==> src/rtl/apb_completer_regs.sv <==
// APB completer with a 4-word register window, programmable wait states,
// error flagging on illegal accesses and transfer statistics counters.
module apb_completer_regs #(
  parameter logic [31:0] BASE_ADDR   = 32'hDEAD_CAF0,
  parameter int unsigned WAIT_CYCLES = 1,
  parameter logic [31:0] ID_VALUE    = 32'hA5B0_0001
) (
  input  logic        pclk_i,
  input  logic        prst_i,
  input  logic        psel_i,
  input  logic        penable_i,
  input  logic [31:0] paddr_i,
  input  logic        pwrite_i,
  input  logic [31:0] pwdata_i,
  output logic [31:0] prdata_o,
  output logic        pready_o,
  output logic        pslverr_o,
  output logic [15:0] rd_cnt_o,
  output logic [15:0] wr_cnt_o,
  output logic [7:0]  err_cnt_o
);

  localparam int         DATA_W  = 32;
  localparam logic [3:0] WAIT_LD = 4'(WAIT_CYCLES);

  typedef enum logic [1:0] {ST_IDLE, ST_WAIT, ST_READY} state_t;

  state_t            state;
  state_t            state_nxt;
  logic [3:0]        wcnt;
  logic [DATA_W-1:0] reg1;
  logic [DATA_W-1:0] reg2;
  logic [DATA_W-1:0] reg3;
  logic              hit;
  logic [1:0]        idx;
  logic              err;
  logic              complete;
  logic [DATA_W-1:0] rd_val;
  logic              unused_addr_lsbs;

  // Byte-lane bits are not part of the word-aligned decode.
  assign unused_addr_lsbs = ^paddr_i[1:0];

  function automatic logic [7:0] sat_inc8(input logic [7:0] v);
    return (v == 8'hFF) ? v : v + 8'd1;
  endfunction

  // Address decode, error classification and read mux.
  always_comb begin
    hit    = (paddr_i[31:4] == BASE_ADDR[31:4]);
    idx    = paddr_i[3:2];
    err    = !hit || (pwrite_i && (idx == 2'd0));
    rd_val = '0;
    if (hit) begin
      case (idx)
        2'd0:    rd_val = ID_VALUE;
        2'd1:    rd_val = reg1;
        2'd2:    rd_val = reg2;
        default: rd_val = reg3;
      endcase
    end
  end

  assign pready_o = (state == ST_READY);
  assign complete = (state == ST_READY) && psel_i && penable_i;

  // Next-state logic: setup -> optional wait cycles -> one ready cycle.
  always_comb begin
    state_nxt = state;
    case (state)
      ST_IDLE: begin
        if (psel_i && !penable_i)
          state_nxt = (WAIT_CYCLES == 0) ? ST_READY : ST_WAIT;
      end
      ST_WAIT: begin
        if (!psel_i)
          state_nxt = ST_IDLE;
        else if (wcnt == 4'd1)
          state_nxt = ST_READY;
      end
      ST_READY: state_nxt = ST_IDLE;
      default:  state_nxt = ST_IDLE;
    endcase
  end

  // State register and wait-state counter.
  always_ff @(posedge pclk_i) begin
    if (prst_i) begin
      state <= ST_IDLE;
      wcnt  <= '0;
    end else begin
      state <= state_nxt;
      if (state == ST_IDLE && psel_i && !penable_i)
        wcnt <= WAIT_LD;
      else if (state == ST_WAIT && psel_i)
        wcnt <= wcnt - 4'd1;
    end
  end

  // Read capture on entry to ST_READY, register writes and counters on completion.
  always_ff @(posedge pclk_i) begin
    if (prst_i) begin
      prdata_o  <= '0;
      pslverr_o <= 1'b0;
      reg1      <= '0;
      reg2      <= '0;
      reg3      <= '0;
      rd_cnt_o  <= '0;
      wr_cnt_o  <= '0;
      err_cnt_o <= '0;
    end else begin
      if (state_nxt == ST_READY) begin
        prdata_o  <= rd_val;
        pslverr_o <= err;
      end else begin
        prdata_o  <= '0;
        pslverr_o <= 1'b0;
      end
      if (complete) begin
        if (err) begin
          err_cnt_o <= sat_inc8(err_cnt_o);
        end else if (pwrite_i) begin
          wr_cnt_o <= wr_cnt_o + 16'd1;
          case (idx)
            2'd1:    reg1 <= pwdata_i;
            2'd2:    reg2 <= pwdata_i;
            2'd3:    reg3 <= pwdata_i;
            default: ;
          endcase
        end else begin
          rd_cnt_o <= rd_cnt_o + 16'd1;
        end
      end
    end
  end

endmodule

==> config.mk <==
export PLATFORM = sky130hd
export DESIGN_NAME = apb_completer_regs
export DESIGN_NICKNAME = d
export VERILOG_FILES = /design/src/rtl/apb_completer_regs.sv
export SDC_FILE = /design/constraint.sdc
export NUM_CORES = 1
export LEC_CHECK = 0
export ABC_AREA = 0
export CAP_MARGIN = 20
export CORE_MARGIN = 2
export CORE_UTILIZATION = 30
export DETAILED_ROUTE_END_ITERATION = 12
export DONT_BUFFER_PORTS = 1
export PLACE_DENSITY = 0.55
export SETUP_SLACK_MARGIN = 0.02
export SYNTH_ARGS = -nofsm -noshare
export SYNTH_HDL_FRONTEND = slang
export SYNTH_SLANG_ARGS = --single-unit
==> constraint.sdc <==
create_clock -name pclk_i -period 2.6 [get_ports pclk_i]
set_clock_uncertainty 0.2 [all_clocks]
set_input_delay 0.52 -clock pclk_i [delete_from_list [all_inputs] [get_ports pclk_i]]
set_output_delay 0.52 -clock pclk_i [all_outputs]
set_load 0.1 [all_outputs]
==> Word-level counts from Yosys, hierarchy flattened <==
Cells that the tools add are included.
{ "classes": {"addsub": 4, "eq_ne": 9, "n_mux": 7, "n_bitwise": 5, "n_reduce_logical": 22} }
{ "ops": {"columns": ["operator", "count"], "rows": [
  ["32-bit one-hot mux with 3 select lines", 1],
  ["16-bit by 1-bit adder with 16-bit output, second input constant", 2],
  ["28-bit equality test, second input constant", 1],
  ["4-bit AND reduction", 3],
  ["3-bit AND reduction", 3],
  ["8-bit by 1-bit adder with 8-bit output, second input constant", 1],
  ["2-bit equality test, second input constant", 4],
  ["8-bit equality test, second input constant", 1],
  ["1-bit logical AND", 7],
  ["2-bit two-way mux", 3],
  ["1-bit inverter", 5],
  ["2-bit by 1-bit equality test with 1-bit output, second input constant", 2],
  ["4-bit by 1-bit equality test with 1-bit output, second input constant", 1],
  ["2-bit zero test", 2],
  ["2-bit one-hot mux with 2 select lines", 1],
  ["2-bit OR reduction", 2],
  ["4-bit by 1-bit subtractor with 4-bit output, second input constant", 1],
  ["3-bit OR reduction", 1],
  ["1-bit zero test", 2],
  ["1-bit two-way mux", 2],
  ["2-bit nonzero test", 1],
  ["1-bit logical OR", 1]
]} }
{ "totals": {"register_bits": 175, "input_bits": 69, "wordCells": 58} }

==> Longest topological paths before layout <==
Gate-level depths: netlist of the first run.
{ "depth": {"ltp_word": 7, "mapped_depth": 7, "depth_no_buf": 6} }

==> Worst setup path after synthesis of the first run <==
No wires, ideal clock.
{ "synth_path": {"path_type": "register to register", "startpoint": "register rd_cnt_o[3]", "endpoint": "register rd_cnt_o[14]", "setup_ns": 0.071, "arrival_time_ns": 2.356, "required_ns": 2.329, "path_slack_ns": -0.026, "stages_incl_launch_ff": 6, "n_path_buf": 0, "period_less_slack_ns": 2.626, "cell_sequence": "dfxtp_1 > and3_1 > and3_1 > nand4_1 > or4_1 > a21oi_1"} }
{ "synth_between": {"elab_chain_len": 1} }
{ "synth_rtl": {"columns": ["element", "line_no", "text"], "rows": [
  ["start: declaration", "18", "output logic [15:0] rd_cnt_o,"],
  ["start signal: assignment", "131", "rd_cnt_o <= rd_cnt_o + 16'd1;"],
  ["16-bit by 1-bit adder with 16-bit output", "131", null]
]} }
Every way passes these cells.
A chain may end at the register's enable or synchronous reset.

==> Final worst setup path of the first run <==
{ "layout_path": {"startpoint": "input paddr_i[8]", "endpoint": "register wr_cnt_o[9]"} }
{ "layout_between": {"elab_chain_len": 5} }
{ "layout_rtl": {"columns": ["element", "line_no", "text"], "rows": [
  ["start: declaration", "12", "input logic [31:0] paddr_i,"],
  ["28-bit equality test", "50", "hit = (paddr_i[31:4] == BASE_ADDR[31:4]);"],
  ["1-bit zero test", "52", "err = !hit || (pwrite_i && (idx == 2'd0));"],
  ["1-bit logical OR", "52", null],
  ["1-bit inverter (no source line)", null, null],
  ["3-bit AND reduction (no source line)", null, null],
  ["end signal: assignment", "123", "wr_cnt_o <= wr_cnt_o + 16'd1;"],
  ["end: declaration", "19", "output logic [15:0] wr_cnt_o,"]
]} }
Every way passes these cells.

==> metrics.txt, run 1 <==
Post-DRT Antenna Nets 0; Reg clk slew, reported paths 0.08 ns; crit-path max cell delay 0.56 ns; distinct cell type count after synthesis 48; Ant. Diodes 0; Mapped Cells 742; ys async rst share 0%; placed cell area 8280 sq um; H-tree Lvls 4; Seq/Total Area, Yosys 48.4%; CP cell instances nor4bb_2 > buf_4 > and4_4 > nand4_1 > buf_6 > or4_1 > a21oi_2 > dlygate4sd3_1; die area 25400 sq um; area of the core 23600 sq um; syn nets 816; worst path required time 2.78 ns; clock sinks 175; dpl hpwl 11500 um; layout cells sized above 1 25.8%; Final setup viols 0; clock latency on the worst-skew pair 0.43 ns; worst IR drop on VDD 0.350 mV; IO Port Bufs 0; vias in the first global route 5666; Post-Route Utilization 40.5%; Flop pwr share 48.1%; worst-margin pin slew 0.985 ns; Fmax 391 MHz; DRC violations left 0; drt first pass iters 6; slew margin rel. 34.2%; fin area 9560 sq um; outcome finished, final reports clean; Clock Power Share 49.9%; Period Utilization, post-route 98.5%; vias per cell 4.88; final hold violation count 0; Sw Ratio 23.1%; largest net degree at the start of global routing 99; Total Routed Length 20100 um; fin crit period 2.56 ns; routed len/inst 16.7 um; Top Ports 143; via count 5864; worst-path maximum fanout 7; P_sw 0.00129 W; total grt overflow 0; pwr dens 584 nW/um^2; WS Path Type in -> reg; EDFF count, synth 0; startpoint types input port; Total GRT Usage 15.2%; Max-Cap Viols 0; FILL cells 2364; Layout Nets 944; Worst Path Arrival 2.74 ns; DIE HEIGHT 159 um; Ys Warns 0; Die X 159 um; slowest CP cell dlygate4sd3_1; Avg Inst Size Synth 9.76 sq um; Area growth syn-to-layout 32.0%; mapped cell area 7240 sq um; Power Internal 0.00430 W; clock buffer depth 2; leakage power 4.13 nW; type of the worst min-delay path in -> reg; Comb pwr share 2.0%; initial core utilization 30.7%; Synth Flop Type dfxtp_1; flop and latch count out of synthesis 175; initial antenna violation count 0; initial DRC count 325; Slew Viols, Final 0; CTS tree done; # rows 56; Clock Tree Root clkbuf_16; crit end category register; Placer Congestion 0.766; clock buffer count from CTS 17; first-pass GRT wire length 30900 um
==> cell usage after synthesis (3+ instances only) <==
library cell,instances,area [sq um]
a211oi_1,8,60.1
a21oi_1,28,140
a22oi_1,26,195
and3_1,8,50.1
and4_1,4,35.0
and4b_1,3,30.0
buf_1,4,15.0
buf_2,10,50.1
clkbuf_1,32,120
dfxtp_1,175,3500
ha_1,5,62.6
inv_1,6,22.5
mux2_2,29,327
mux2i_1,109,1090
nand2_1,15,56.3
nand2b_1,3,18.8
nand3_1,17,85.1
nand4_1,16,100
nor2_1,149,559
nor2b_1,10,62.6
nor3_1,5,25.0
o21ai_0,13,65.1
o31ai_1,13,97.6
or3_1,11,68.8
or4_1,14,105
==> layout make-up <==
| type | count | area (sq um) | share of cell area (%) |
|---|---|---|---|
| clock buffers | 17 | 425 | 4.45 |
| clock inverters | 15 | 223 | 2.33 |
| inverters | 6 | 22.5 | 0.236 |
| multi-input cells | 515 | 3630 | 38.0 |
| flip-flops and latches | 175 | 3510 | 36.7 |
| well taps | 319 | 399 | 4.17 |
| repair buffers | 155 | 1350 | 14.1 |
==> final timing paths <==
check,startpoint,end,slack [ns],cells past startpoint
max,paddr_i[8],wr_cnt_o[9],0.04,8
max reg2reg,state[0],wr_cnt_o[9],0.04,7
min,paddr_i[3],prdata_o[24],0.04,1
min reg2reg,reg2[1],reg2[1],0.29,2
==> cells in the final DEF, fill, tap and decap left out, drive strengths merged, types with 10 or more instances in the layout <==
cell type and instances:
a21oi 28, a22oi 26, buf 129, clkbuf 19, dfxtp 175, dlygate4sd3 24, inv 12, mux2 29
mux2i 109, nand2 15, nand3 17, nand4 16, nor2 149, nor2b 10, o21ai 13, o31ai 13
or3 12, or4 15
==> what timing repair did <==
| action | CTS | global route |
|---|---|---|
| hold endpoints to repair | 137 | 11 |
| setup endpoints to repair | 0 | 21 |
| setup buffers | 0 | 25 |
| resized for setup | 0 | 32 |
| hold buffers | 35 | 1 |
==> through the flow <==
step           std cells  TNS (ns)  setup WS [ns]  hold WS (ns)  total power [W]
3_5_place_dp        1116         0         0.0441         0.267          0.00282
6_report            1202         0         0.0400        0.0372          0.00559
4_1_cts             1183         0         0.0498       0.00985          0.00567
3_3_place_gp        1116         0         0.0784         0.261          0.00282
2_1_floorplan        742         0         0.0262         0.254          0.00285
5_1_grt             1202   -0.0610        -0.0352       0.00228          0.00581
==> flip-flops by register name, indices dropped and copies added, names as in the netlist <==
register,count
wr_cnt_o,16
reg2,32
err_cnt_o,8
pslverr_o,1
wcnt,4
reg3,32
state,2
rd_cnt_o,16
prdata_o,32
reg1,32
==> power by group through the flow <==
stage                     combinational (W)  sequential, W  clock, W
after floorplan                    0.000102        0.00275         0
after CTS                          0.000108        0.00268   0.00288
after global placement            0.0000702        0.00275         0
after detailed placement          0.0000703        0.00275         0
final                              0.000114        0.00269   0.00279
after global routing               0.000127        0.00268   0.00299
==> worst max-delay path, delay by kind of cell <==
family	cells	cell delay [ns]
AO/OA/AOI/OAI	1	0.15
buffers and inverters	3	0.90
AND/OR/NAND/NOR	4	1.17
==> routing by layer <==
| layer | wire [um] | global-route usage, % | vias up |
|---|---|---|---|
| met5 | 0 | 0 | - |
| li1 | - | - | 2912 |
| met4 | 167 | 2.77 | 0 |
| met1 | 9300 | 19.5 | 2814 |
| met2 | 9530 | 25.2 | 125 |
| met3 | 1120 | 4.95 | 13 |
==> cells by family (layout without fill, tap and decap cells) <==
| group | Yosys count | after routing | synth area share (%) |
|---|---|---|---|
| compound gates | 95 | 95 | 8.60 |
| xor+xnor | 3 | 3 | 0.363 |
| fa+ha+maj | 5 | 5 | 0.864 |
| buf+inv | 52 | 193 | 2.87 |
| flops | 175 | 175 | 48.4 |
| mux | 138 | 138 | 19.6 |
| simple gates | 274 | 274 | 19.4 |
No activity file was read; power rests on OpenSTA's default activity.
==> run 2, diff against run 1 <==
- ABC_AREA: 0 -> 1
==> run 2 against run 1 <==
Against the previous run: utilization shrank 4.4 points; hold slack lost 0.018 ns; non-clock buffer count shrank 59; flip-flop and latch count is the same.
==> metrics.txt, run 2 <==
setup slack after layout 0.619 ns (was 0.0400 ns); fin crit period 1.98 ns (was 2.56 ns); area of the core 26900 sq um (was 23600 sq um); commonest cells after routing, fill and taps aside nand2_1 (408), nor2_1 (295), dfxtp_1 (175), inv_1 (168), buf_4 (94) (was dfxtp_1 (169), nor2_1 (148), buf_4 (115), mux2i_1 (108), mux2_2 (29)); area leader, netlist dfxtp_1 (unchanged); Die X 169 um (was 159 um); die area 28600 sq um (was 25400 sq um); Reg clk slew, reported paths 0.07 ns (was 0.08 ns); WP buf/inv 1 (was 3); clock buffer depth 2 (unchanged); worst slack, placed 0.367 ns (was 0.0441 ns); DIE HEIGHT 169 um (was 159 um); pwr dens 568 nW/um^2 (was 584 nW/um^2); WS Path Type reg -> out (was in -> reg); Worst Path Arrival 1.26 ns (was 2.74 ns); type of the worst min-delay path in -> reg (unchanged); routed len/inst 12.7 um (was 16.7 um); fin area 9710 sq um (was 9560 sq um); Post-Route Utilization 36.1% (was 40.5%); vias per cell 4.42 (was 4.88); IO Port Bufs 0 (unchanged); top cell type's share of synthesized area 42.9% (was 48.4%); Ant. Diodes 0 (unchanged); total grt overflow 0 (unchanged); commonest non-fill, non-tap cell in the layout nand2_1 (was dfxtp_1); Pwr Total 0.00552 W (was 0.00559 W); Placer Congestion 0.787 (was 0.766); Seq/Total Area, Yosys 42.9% (was 48.4%); initial core utilization 30.4% (was 30.7%); final hold violation count 0 (unchanged); Total Routed Length 21700 um (was 20100 um); worst-path maximum fanout 7 (unchanged); worst path required time 1.88 ns (was 2.78 ns); worst hold stages 2 (was 1); total negative slack 0 ns (unchanged); Final setup viols 0 (unchanged); Avg Inst Size Synth 6.35 sq um (was 9.76 sq um); initial DRC count 526 (was 325); dpl hpwl 14300 um (was 11500 um); most frequent cell after synthesis nand2_1 (was dfxtp_1); Fmax 505 MHz (was 391 MHz); Total GRT Usage 15.4% (was 15.2%); Post-DRT Antenna Nets 0 (unchanged); crit end category output port (was register); Period Utilization, post-route 76.2% (was 98.5%); critical path depth 1 (was 8); crit-path max cell delay 0.48 ns (was 0.56 ns); Layout Nets 1422 (was 944); startpoint types register (was input port); leakage power 4.53 nW (was 4.13 nW); Area growth syn-to-layout 18.9% (was 32.0%); CTS tree done (unchanged); worst-margin pin slew 0.591 ns (was 0.985 ns); Slew Viols, Final 0 (unchanged); initial antenna violation count 0 (unchanged); ys async rst share 0% (unchanged); largest net degree at the start of global routing 57 (was 99); clock latency on the worst-skew pair 0.43 ns (about the same); via count 7521 (was 5864); DRC violations left 0 (unchanged); flop and latch count out of synthesis 175 (unchanged); worst IR drop on VDD 0.310 mV (was 0.350 mV); slowest CP cell dfxtp_1 (was dlygate4sd3_1); H-tree Lvls 4 (unchanged); slew margin rel. 60.5% (was 34.2%); outcome finished, final reports clean (unchanged); vias in the first global route 6954 (was 5666); layout cells sized above 1 10.9% (was 25.8%); CP cell instances buf_4 (was nor4bb_2 > buf_4 > and4_4 > nand4_1 > buf_6 > or4_1 > a21oi_2 > dlygate4sd3_1); RSZ-0062 raised after global routing no; Top Ports 143 (unchanged); syn nets 1361 (was 816); Max-Cap Viols 0 (unchanged); clock sinks 175 (unchanged); Worst Reg-to-Reg Cells 10 (was 7); Clock Tree Root clkbuf_16 (unchanged); EDFF count, synth 0 (unchanged); first-pass GRT wire length 35300 um (was 30900 um); clock buffer count from CTS 17 (unchanged); Ys Warns 0 (unchanged); Synth Flop Type dfxtp_1 (unchanged); Mapped Cells 1287 (was 742); distinct cell type count after synthesis 30 (was 48); ranking of synthesized cells by area dfxtp_1 (43%), nand2_1 (19%), nor2_1 (14%) (was dfxtp_1 (48%), mux2i_1 (15%), nor2_1 (7.7%)); placed cell area 9090 sq um (was 8280 sq um); drt first pass iters 4 (was 6); mapped cell area 8170 sq um (was 7240 sq um); Crit path max-delay family flip-flops (was simple AND/OR/NAND/NOR gates); # rows 60 (was 56); Post-synth top cells nand2_1 (408), nor2_1 (296), dfxtp_1 (175) (was dfxtp_1 (175), nor2_1 (149), mux2i_1 (109))
## run 2: changes by cell type in the layout (fill, tap and decap cells not counted), moves of 13 or more
cell,before,now
a31oi_1,0,30
mux2_2,29,0
buf_4,115,94
nor2_1,148,295
inv_1,6,168
dlygate4sd3_1,24,1
nand2_1,15,408
mux2i_1,108,0
or4_1,13,0
a22oi_1,26,0
nand3_1,13,46
## run 2: layout make-up
cell class | count | area, sq um
timing repair buffer | 96 | 736
clock buffer | 18 | 439
sequential | 175 | 3500
multi-input combinational | 882 | 3770
inverter | 176 | 663
tap | 341 | 427
clock inverter | 14 | 171
fill | 2904 | 17200
## run 2: what timing repair did
| item | CTS | global route |
|---|---|---|
| setup buffers | 0 | 0 |
| setup endpoints to repair | 0 | 0 |
| endpoints found under the hold margin | 13 | 0 |
| gates resized for setup | 0 | 0 |
| hold buffers | 1 | 0 |
## run 2: worst paths after layout
kind | startpoint | endpoint | slack, ns
min reg2reg | wcnt[3] | wcnt[3] | 0.28
max | wr_cnt_o[7] | wr_cnt_o[7] | 0.62
max reg2reg | state[0] | reg1[19] | 0.63
min | pwdata_i[6] | reg2[6] | 0.02
## run 2: cells by family after synthesis
logic type / synth area share (%)
AO/OA/AOI/OAI: 4.73
XOR/XNOR: 0.751
adder cells (fa/ha/maj): 0.766
buffers and inverters: 11.0
flip-flops: 42.9
AND/OR/NAND/NOR: 39.9
## run 2: metrics by stage
stage | std cells | hold slack, ns
after global placement | 1669 | 0.263
final | 1702 | 0.0188
after floorplan | 1287 | 0.243
after detailed placement | 1669 | 0.271
after CTS | 1702 | 0.000421
after global routing | 1702 | 0.00482
## run 2: power breakdown
group / internal [W] / switching [W]
clock: 0.00148 / 0.00120
combinational: 0.0000360 / 0.000113
sequential: 0.00268 / 0.00000243
## run 2: layer usage
| metal | vias to the layer above | GRT usage, % | part of all wire (%) |
|---|---|---|---|
| met2 | 157 | 26.3 | 46 |
| met1 | 3338 | 18.8 | 46 |
| met4 | 0 | 3.90 | 0.84 |
| met3 | 13 | 4.98 | 7.1 |
| li1 | 4013 | - | - |
| met5 | - | 0 | 0 |
